<file path="config.mk">
export PLATFORM = sky130hd
export DESIGN_NAME = serial_audio_encoder
export DESIGN_NICKNAME = d
export VERILOG_FILES = /design/src/rtl/serial_audio_pkg.sv /design/src/rtl/serial_audio_encoder.sv
export SDC_FILE = /design/constraint.sdc
export NUM_CORES = 1
export LEC_CHECK = 0
export ABC_AREA = 0
export CORE_UTILIZATION = 52
export CTS_CLUSTER_SIZE = 24
export DETAILED_ROUTE_END_ITERATION = 8
export PLACE_DENSITY_LB_ADDON = 0.1
export SLEW_MARGIN = 20
export SYNTH_ARGS = -nofsm -noshare
export SYNTH_HDL_FRONTEND = slang
export SYNTH_SLANG_ARGS = --single-unit
</file>
<file path="constraint.sdc">
create_clock -name clk -period 1.8 [get_ports clk]
set_input_delay 0.18 -clock clk [delete_from_list [all_inputs] [get_ports clk]]
set_output_delay 0.18 -clock clk [all_outputs]
set_load 0.01 [all_outputs]
</file>
<file path="src/rtl/serial_audio_pkg.sv">
// Shared serial audio constants and helpers.
// Used by both the encoder and the decoder.
package serial_audio_pkg;

  localparam int SLOT_BITS  = 32;
  localparam int FRAME_BITS = 64;
  localparam int SLOT_W     = $clog2(SLOT_BITS);
  localparam int POS_W      = $clog2(FRAME_BITS);

  typedef enum logic {
    CH_LEFT  = 1'b0,
    CH_RIGHT = 1'b1
  } chan_e;

  // Slot offset where the MSB of a word goes out.
  function automatic logic [SLOT_W-1:0] msb_offset(
    input logic i2s
  );
    return i2s ? SLOT_W'(1) : '0;
  endfunction

endpackage

</file>
<file path="src/rtl/serial_audio_encoder.sv">
// Serial audio encoder: LJ / I2S, one-deep buffer per channel.
// Outputs are registered one cycle behind the frame position.
module serial_audio_encoder
  import serial_audio_pkg::*;
(
  input  logic                 clk,
  input  logic                 reset,
  input  logic                 is_i2s,
  input  logic                 lrclk_polarity,
  input  logic                 i_valid,
  output logic                 i_ready,
  input  logic                 i_is_left,
  input  logic [SLOT_BITS-1:0] i_audio,
  output logic                 lrclk,
  output logic                 sdout,
  output logic                 is_error
);

  logic [POS_W-1:0]     r_pos;
  logic                 r_i2s;
  logic                 r_pol;
  logic [SLOT_BITS-1:0] r_buf_l;
  logic [SLOT_BITS-1:0] r_buf_r;
  logic                 r_full_l;
  logic                 r_full_r;
  logic [SLOT_BITS-1:0] r_sr;
  logic                 r_lrclk;
  logic                 r_sdout;
  logic                 r_err;

  logic                 w_start;
  logic                 w_i2s;
  logic                 w_pol;
  chan_e                w_chan;
  logic [SLOT_W-1:0]    w_off;
  logic                 w_load;
  logic                 w_full;
  logic [SLOT_BITS-1:0] w_data;
  logic                 w_acc_l;
  logic                 w_acc_r;
  logic                 w_ld_l;
  logic                 w_ld_r;

  // Format is live at p=0 so the new frame uses it immediately.
  assign w_start = (r_pos == '0);
  assign w_i2s   = w_start ? is_i2s : r_i2s;
  assign w_pol   = w_start ? lrclk_polarity : r_pol;
  assign w_chan  = r_pos[POS_W-1] ? CH_RIGHT : CH_LEFT;
  assign w_off   = r_pos[SLOT_W-1:0];
  assign w_load  = (w_off == msb_offset(w_i2s));

  assign w_full  = (w_chan == CH_RIGHT) ? r_full_r : r_full_l;
  assign w_data  = !w_full ? '0 :
                   (w_chan == CH_RIGHT) ? r_buf_r : r_buf_l;

  assign i_ready = i_is_left ? ~r_full_l : ~r_full_r;
  assign w_acc_l = i_valid && i_ready && i_is_left;
  assign w_acc_r = i_valid && i_ready && !i_is_left;
  assign w_ld_l  = w_load && (w_chan == CH_LEFT);
  assign w_ld_r  = w_load && (w_chan == CH_RIGHT);

  always_ff @(posedge clk) begin
    if (reset) begin
      r_pos <= '0;
      r_i2s <= 1'b0;
      r_pol <= 1'b0;
    end else begin
      r_pos <= r_pos + 1'b1;
      if (w_start) begin
        r_i2s <= is_i2s;
        r_pol <= lrclk_polarity;
      end
    end
  end

  // Shift in zeros so an I2S slot after an LJ slot starts clean.
  always_ff @(posedge clk) begin
    if (reset) begin
      r_sr    <= '0;
      r_sdout <= 1'b0;
      r_err   <= 1'b0;
      r_lrclk <= 1'b0;
    end else begin
      r_lrclk <= (w_chan == CH_RIGHT) ? ~w_pol : w_pol;
      if (w_load) begin
        r_sdout <= w_data[SLOT_BITS-1];
        r_sr    <= {w_data[SLOT_BITS-2:0], 1'b0};
        r_err   <= ~w_full;
      end else begin
        r_sdout <= r_sr[SLOT_BITS-1];
        r_sr    <= {r_sr[SLOT_BITS-2:0], 1'b0};
        r_err   <= 1'b0;
      end
    end
  end

  // A same-cycle accept wins the flag; the load takes the old word.
  always_ff @(posedge clk) begin
    if (reset) begin
      r_buf_l  <= '0;
      r_full_l <= 1'b0;
    end else if (w_acc_l) begin
      r_buf_l  <= i_audio;
      r_full_l <= 1'b1;
    end else if (w_ld_l) begin
      r_full_l <= 1'b0;
    end
  end

  always_ff @(posedge clk) begin
    if (reset) begin
      r_buf_r  <= '0;
      r_full_r <= 1'b0;
    end else if (w_acc_r) begin
      r_buf_r  <= i_audio;
      r_full_r <= 1'b1;
    end else if (w_ld_r) begin
      r_full_r <= 1'b0;
    end
  end

  assign lrclk    = r_lrclk;
  assign sdout    = r_sdout;
  assign is_error = r_err;

endmodule

</file>
Yosys cells after proc, flatten, opt, wreduce, memory -nomap -nowiden. Cells that the tools add are included.

Bits in registers: 109. Bits of input ports: 38. Output and inout port bits: 4. Logic and storage cells: 44.

$add $sub $neg: 1. Eq/ne operators: 1. Muxes and demuxes: 15. Bitwise gates (word level): 6. Reductions and logical operators: 10.

Operators with widths (count): two-way mux 32 bit (3); two-way mux 1 bit (12); adder 6 x 1 -> 6 bit (second input constant) (1); logical NOT 6 bit (1); NOT 1 bit (6); == test 5 x 1 -> 1 bit (1); logical AND 1 bit (5); nonzero test 2 bit (2); OR reduction 2 bit (1); logical NOT 1 bit (1).

Depth between registers and ports, before layout. Gate-level depths: netlist of the first run.

Word-level depth: 7. Depth in mapped cells: 8.

Worst setup path after synthesis of the first run. No wires, ideal clock.

Path kind: register -> register. From: reg r_pos[3]. To: reg r_sr[10]. Library setup time: 81 ps. Data arrival time: 1649 ps. Required time: 1719 ps. Setup slack: 70 ps. Stages on the path, launching flop included: 6. Path through: dfxtp_1 -> or4_1 -> or3_1 -> buf_6 -> buf_12 -> a211oi_2.

Word-level cells in the longest chain between the ends: 5.

RTL lines: from (decl) (RTL line serial_audio_encoder.sv:19) `logic [POS_W-1:0] r_pos;`; from (signal assigned) (RTL line serial_audio_encoder.sv:68) `r_pos <= r_pos + 1'b1;`; logical NOT 6 bit (RTL line serial_audio_encoder.sv:45) `assign w_start = (r_pos == '0);`; two-way mux 1 bit; two-way mux 1 bit (RTL line serial_audio_pkg.sv:19) `return i2s ? SLOT_W'(1) : '0;`; == test 5 x 1 -> 1 bit (*) (RTL line serial_audio_encoder.sv:50) `assign w_load = (w_off == msb_offset(w_i2s));`; two-way mux 32 bit (*) (RTL line serial_audio_encoder.sv:85) `if (w_load) begin`; to (signal assigned) (RTL line serial_audio_encoder.sv:87) `r_sr <= {w_data[SLOT_BITS-2:0], 1'b0};`; to (signal assigned) (RTL line serial_audio_encoder.sv:91) `r_sr <= {r_sr[SLOT_BITS-2:0], 1'b0};`; to (decl) (RTL line serial_audio_encoder.sv:26) `logic [SLOT_BITS-1:0] r_sr;`.

Mark *: on every way between the ends. The rest lies on a longest branch, timed or not. A chain may end at the register's enable or synchronous reset.

Final worst setup path of the first run.
From: reg r_pos[3]. To: reg r_sr[9].

The elaborated chain is that of the path after synthesis.

==> results of run 1 <==
## worst max-delay path: stages, from the launching register on
cell and delay, ns:
dfxtp_1 0.32, or4_1 0.55, or3_4 0.40, buf_12 0.18
a211oi_2 0.23
## path summary, 6_finish.rpt
kind	startpoint	cells after the start	slack, ns	endpoint
max	r_pos[3]	4	0.03	r_sr[9]
max reg2reg	r_pos[3]	4	0.03	r_sr[9]
min	reset	2	0.18	r_pos[0]
min reg2reg	r_sr[6]	2	0.44	r_sr[7]
## layout by cell type (no fill, tap or decap), types with 2 or more instances in the layout
cell type and n:
a211oi_1 3, a211oi_2 29, a21oi_1 66, buf_12 6, buf_4 21, clkbuf_8 10, clkdlybuf4s50_1 40, clkinv_2 2
dfxtp_1 107, ha_1 2, inv_1 34, mux2i_1 3, nand2_1 162, nand2b_1 5, nand3_1 33, nor2_1 9
nor2b_1 2, nor3_1 33, o211ai_1 31, or2_2 2, xnor2_1 2, xor2_1 2
## flip-flops by register name (all words and copies together), names as in the netlist
name and flops:
is_error 1, lrclk 1, r_sr 31, sdout 1, r_buf_l 32, r_i2s 1, r_buf_r 32, r_full_l 1
r_full_r 1, r_pos 6, r_pol 1
## cell type report
cell class,count,area (um2)
Inverter,34,128
Fill cell,776,3260
Clock buffer,10,138
Sequential cell,108,2160
Timing Repair Buffer,69,704
Clock inverter,4,26.3
Multi-Input combinational cell,398,2200
Tap cell,108,135
## power by group through the flow
stage / logic [W] / registers [W] / clock network (W)
after global placement: 0.00101 / 0.00271 / 0
after CTS: 0.00105 / 0.00266 / 0.00137
after floorplan: 0.000763 / 0.00270 / 0
after global routing: 0.00118 / 0.00268 / 0.00144
final: 0.00107 / 0.00266 / 0.00133
after detailed placement: 0.00103 / 0.00271 / 0
## through the flow
step	cells	power, W	setup TNS, ns	area [um2]	util
after CTS	731	0.00508	0	5470	0.624
after global routing	731	0.00530	-0.253	5500	0.627
after floorplan	594	0.00346	0	4720	-
after global placement	717	0.00372	-0.611	5290	0.603
final	731	0.00506	0	5500	0.627
after detailed placement	717	0.00375	-1.50	5290	0.603
## repair_timing
action | 4_1_cts | 5_1_grt
pin swaps | 0 | 1
endpoints found under the setup margin | 22 | 24
endpoints found under the hold margin | 0 | 0
gates resized for setup | 4 | 7
gates cloned | 0 | 0
## cell families after synthesis
| logic type | count (synthesis) |
|---|---|
| and+or+nand+nor | 254 |
| DFF | 108 |
| adders and majority gates | 2 |
| AOI/OAI and AO/OA | 135 |
| buffers and inverters | 88 |
| xor gates and xnor gates | 4 |
| muxes | 3 |
## per-layer routing
metal | GRT usage | share of wire
met1 | 0.300 | 0.47
met2 | 0.384 | 0.49
met3 | 0.0496 | 0.037
met4 | 0.0509 | 0.0050
met5 | 0 | 0
==> results_dict.tcl, run 1 <==
set metrics [dict create \
    synthArstFlopShare 0 \
    antenna_cells 0 \
    hold_viol_final 0 \
    pwr_density_cell_mw_per_mm2 919 \
    pwr-share-seq 0.526 \
    finalSetupViolations 0 \
    port_buffers 41 \
    vias 4001 \
    worst_pin_slew_ns 0.687 \
    cts_inserted_buffers 9 \
    syn_inst 594 \
    clk_latency_ns 0.37 \
    crit_type "reg2reg" \
    synthFlopType "dfxtp_1" \
    critical_path.max_fanout 18 \
    grt_pass1_wl_um 17900 \
    p_clk_frac 0.262 \
    drt_first_pass_iters 4 \
    synth_top_family_by_area "simple AND/OR/NAND/NOR gates" \
    synthAdderAreaFrac 0.00530 \
    cts_setup_buffers 0 \
    die_h_um 97.3 \
    p_switching_w 0.00147 \
    grt-ovfl-total 0 \
    synth-edff-count 0 \
    fin_nets 660 \
    synth_xor_xnor_area_share 0.00742 \
    swShare 0.291 \
    gr-usage-all-layers 0.228 \
    grt_pass1_vias 3775 \
    drtIter0Drc 148 \
    viasPerCell 5.47 \
    combPwrFrac 0.212 \
    status "finished, final reports clean" \
    period_minus_slack_ns 1.77 \
    ys_seq_elements 108 \
    ys.warnings.count 0 \
    drcViolationCount 0 \
    fp.dieW_um 97.3 \
    drt-total-wl_um 10400 \
    internal_power_w 0.00358 \
    setup.worst_path.start_class "flip-flop" \
    fin_skew_ns 0.0110 \
    fin_crit_sh 0.983 \
    gp_congestion 0.739 \
    maxCapViolCount 0 \
    synth_nets 634 \
    yosysSeqAreaShare 0.458 \
    synthTopCellsByCount "162 x nand2_1, 108 x dfxtp_1, 67 x a21oi_1" \
    fin_hold_ws_ns 0.183 \
    synth.top_cell.area_share 0.458 \
    avgSynthCellArea_um2 7.95 \
    synth-simple-area-share 0.230 \
    antenna_found_initial 0 \
    dp_slack_ns -0.0850 \
    h-tree-depth 3 \
    wl_per_cell_um 14.2 \
    yosysTopAreaCell "dfxtp_1" \
    synth_area_leaders "dfxtp_1 46%, nand2_1 13%, a211oi_2 7.7%, a21oi_1 7.1%, o211ai_1 4.9%" \
    ios 42 \
    timing.final.ws_setup_ns 0.0305 \
    cts_root_buf "clkbuf_8" \
    die-area_mm2 0.00946 \
    ir_drop_mv 0.383 \
    synth_area_mm2 0.00472 \
    core_area_mm2 0.00876 \
    drive_gt1_frac 0.135 \
    max_freq_ghz 0.565 \
    cts_tree "yes" \
    slew_violations 0 \
    relSlewSlack 0.542 \
    grt_max_degree 71 \
    leakagePower_nw 1.87 \
    synthMuxAreaShare 0.00636 \
    rsz0062_at_grt "true" \
    yosysMostFrequentCell "nand2_1" \
    synth_compound_area_frac 0.211 \
    initial_core_util 0.539 \
    crit_path_end_kind "flip-flop" \
    critPathArrivalTime_ns 2.05 \
    synth_cell_types 34 \
    cts.path.max_buffers 2 \
    rows 34 \
    hold_class "in2reg" \
    final_antenna_net_count 0 \
    syn2layout_area_growth_pct 16.5 \
    clk_pin_slew_ns 0.10 \
    cts_num_sinks 108 \
    dp_hpwl_um 6630 \
    hold_buffers 0 \
    required_ns 2.08 \
]
No activity file was read; power rests on OpenSTA's default activity.
==> run 2, diff against run 1 <==
--- a/config.mk
+++ b/config.mk
@@ -6,7 +6,7 @@
 export NUM_CORES = 1
 export LEC_CHECK = 0
 export ABC_AREA = 0
-export CORE_UTILIZATION = 52
+export CORE_UTILIZATION = 59
 export CTS_CLUSTER_SIZE = 24
 export DETAILED_ROUTE_END_ITERATION = 8
 export PLACE_DENSITY_LB_ADDON = 0.1
==> constraint.sdc (replaced) <==
create_clock -name clk -period 2.16 [get_ports clk]
set_input_delay 0.216 -clock clk [delete_from_list [all_inputs] [get_ports clk]]
set_output_delay 0.216 -clock clk [all_outputs]
set_load 0.01 [all_outputs]
==> run 2 against run 1 <==
Against the previous run: maximum frequency shrank 8.1%; wire length shrank 2.8%; global-route usage grew 3.1 points; utilization grew 7.0 points; non-clock buffer count shrank 10; design area shrank 2.0%; clock power shrank 4%; die area shrank 12%; critical path type unchanged.
==> results_dict.tcl, run 2 (synthesized netlist as in run 1, its figures left out) <==
set metrics [dict create \
    status "finished, final reports clean" \
    hold_class "in2reg" \
    crit_type "reg2reg" \
    cts.path.max_buffers 2 \
    syn2layout_area_growth_pct 14.1 \
    max_freq_ghz 0.519 \
    die_h_um 91.5 \
    grt_pass1_vias 3824 \
    cts_setup_buffers 0 \
    drtIter0Drc 231 \
    path_cells "or4_1 > or3_1 > buf_12 > a211oi_1" \
    rows 32 \
    grt_pass1_wl_um 17500 \
    rsz0062_at_grt "false" \
    cp_slowest_stage_delay_ns 0.57 \
    final_antenna_net_count 0 \
    wl_per_cell_um 14.1 \
    hold_viol_final 0 \
    gp_congestion 0.811 \
    gr-usage-all-layers 0.259 \
    die-area_mm2 0.00836 \
    tns_ns 0 \
    clk_latency_ns 0.37 \
    setup.worst_path.start "r_pos[3]" \
    rr_endpoint "sdout" \
    initial_core_util 0.611 \
    reg2regPathDepth 4 \
    fin_area_mm2 0.00539 \
    cts_num_sinks 108 \
    fin_nets 650 \
    register_area_mm2 0.00216 \
    cts_root_buf "clkbuf_8" \
    critPathArrivalTime_ns 2.19 \
    critical_path.slowest_cell "or4_1" \
    reg.largest.list "r_buf_l: 32 flops, r_buf_r: 32 flops, r_sr: 31 flops" \
    setup.worst_path.start_class "flip-flop" \
    crit_path_end_kind "flip-flop" \
    ir_drop_mv 0.469 \
    vias 4014 \
    antenna_found_initial 0 \
    pwr_density_cell_mw_per_mm2 804 \
    maxCapViolCount 0 \
    r2r_slack_ns 0.23 \
    mostFrequentLayoutCell "nand2_1" \
    required_ns 2.42 \
    grt-ovfl-total 0 \
    worst_pin_slew_ns 0.686 \
    dp_hpwl_um 6280 \
    cts_tree "yes" \
    leakagePower_nw 1.82 \
    layout_common_cells "162 x nand2_1, 107 x dfxtp_1, 66 x a21oi_1, 40 x clkdlybuf4s50_1, 34 x inv_1" \
    drt_first_pass_iters 4 \
    critical_path.max_fanout 33 \
    h-tree-depth 3 \
    fill_cells 659 \
    grt_max_degree 71 \
    hold_buffers 0 \
    drt-total-wl_um 10100 \
    drive_gt1_frac 0.121 \
    ios 42 \
    relSlewSlack 0.542 \
    finalSetupViolations 0 \
    core_area_mm2 0.00773 \
    drcViolationCount 0 \
    slew_violations 0 \
    fp.dieW_um 91.5 \
    endpoint "sdout" \
    port_buffers 41 \
    fin_skew_ns 0.0103 \
    period_minus_slack_ns 1.93 \
    cts_inserted_buffers 9 \
    clk_pin_slew_ns 0.10 \
    placed_area_mm2 0.00518 \
    fin_crit_sh 0.892 \
    antenna_cells 0 \
    ctsResizeCount 0 \
    viasPerCell 5.61 \
    reg2reg_from "r_pos[3]" \
    multiInputGateArea_mm2 0.00219 \
]
run 2: area by class of cell:
| class | count | share of cell area |
|---|---|---|
| Clock buffer | 12 | 0.0307 |
| Clock inverter | 3 | 0.00813 |
| Inverter | 34 | 0.0237 |
| Multi-Input combinational cell | 398 | 0.407 |
| Sequential cell | 108 | 0.402 |
| Tap cell | 102 | 0.0237 |
| Timing Repair Buffer | 59 | 0.105 |
run 2: critical path, delay by kind of cell, from the launching register on:
kind	cells	cell delay, ns
compound gates	1	0.29
simple gates	2	0.94
buf+inv	1	0.20
flops	1	0.38
run 2: report_power, final:
part,total (W),switching [W],internal [W]
clock network,0.00128,0.000651,0.000628
logic,0.000830,0.000480,0.000350
registers,0.00222,0.0000695,0.00215
total,0.00433,0.00120,0.00313
run 2: stage by stage:
step / setup slack [ns] / power [W] / utilization / cells / hold WS [ns]
floorplan: 0.430 / 0.00288 / - / 594 / 0.352
global route: 0.147 / 0.00453 / 0.697 / 716 / 0.253
finish: 0.234 / 0.00433 / 0.697 / 716 / 0.252
CTS: 0.217 / 0.00437 / 0.697 / 716 / 0.232
detailed placement: 0.264 / 0.00310 / 0.670 / 701 / 0.439
global placement: 0.290 / 0.00308 / 0.670 / 701 / 0.429
run 2: worst min-delay path by stage:
stage          depth (start not counted)        from    endpoint  slack (ns)
3_5_place_dp                           2    r_sr[26]    r_sr[27]        0.44
6_report                               2       reset    r_pos[3]        0.25
5_1_grt                                2       reset    r_pos[0]        0.25
2_1_floorplan                          2  i_audio[0]  r_buf_l[0]        0.35
3_3_place_gp                           2    r_sr[31]       sdout        0.43
4_1_cts                                2       reset    r_pos[0]        0.23
run 2: metal layers:
metal / global-route usage / vias up / part of all wire
met5: 0 / - / 0
met4: 0.0860 / 0 / 0.010
met3: 0.0419 / 11 / 0.045
met2: 0.442 / 92 / 0.49
met1: 0.330 / 1890 / 0.46
li1: - / 2021 / -
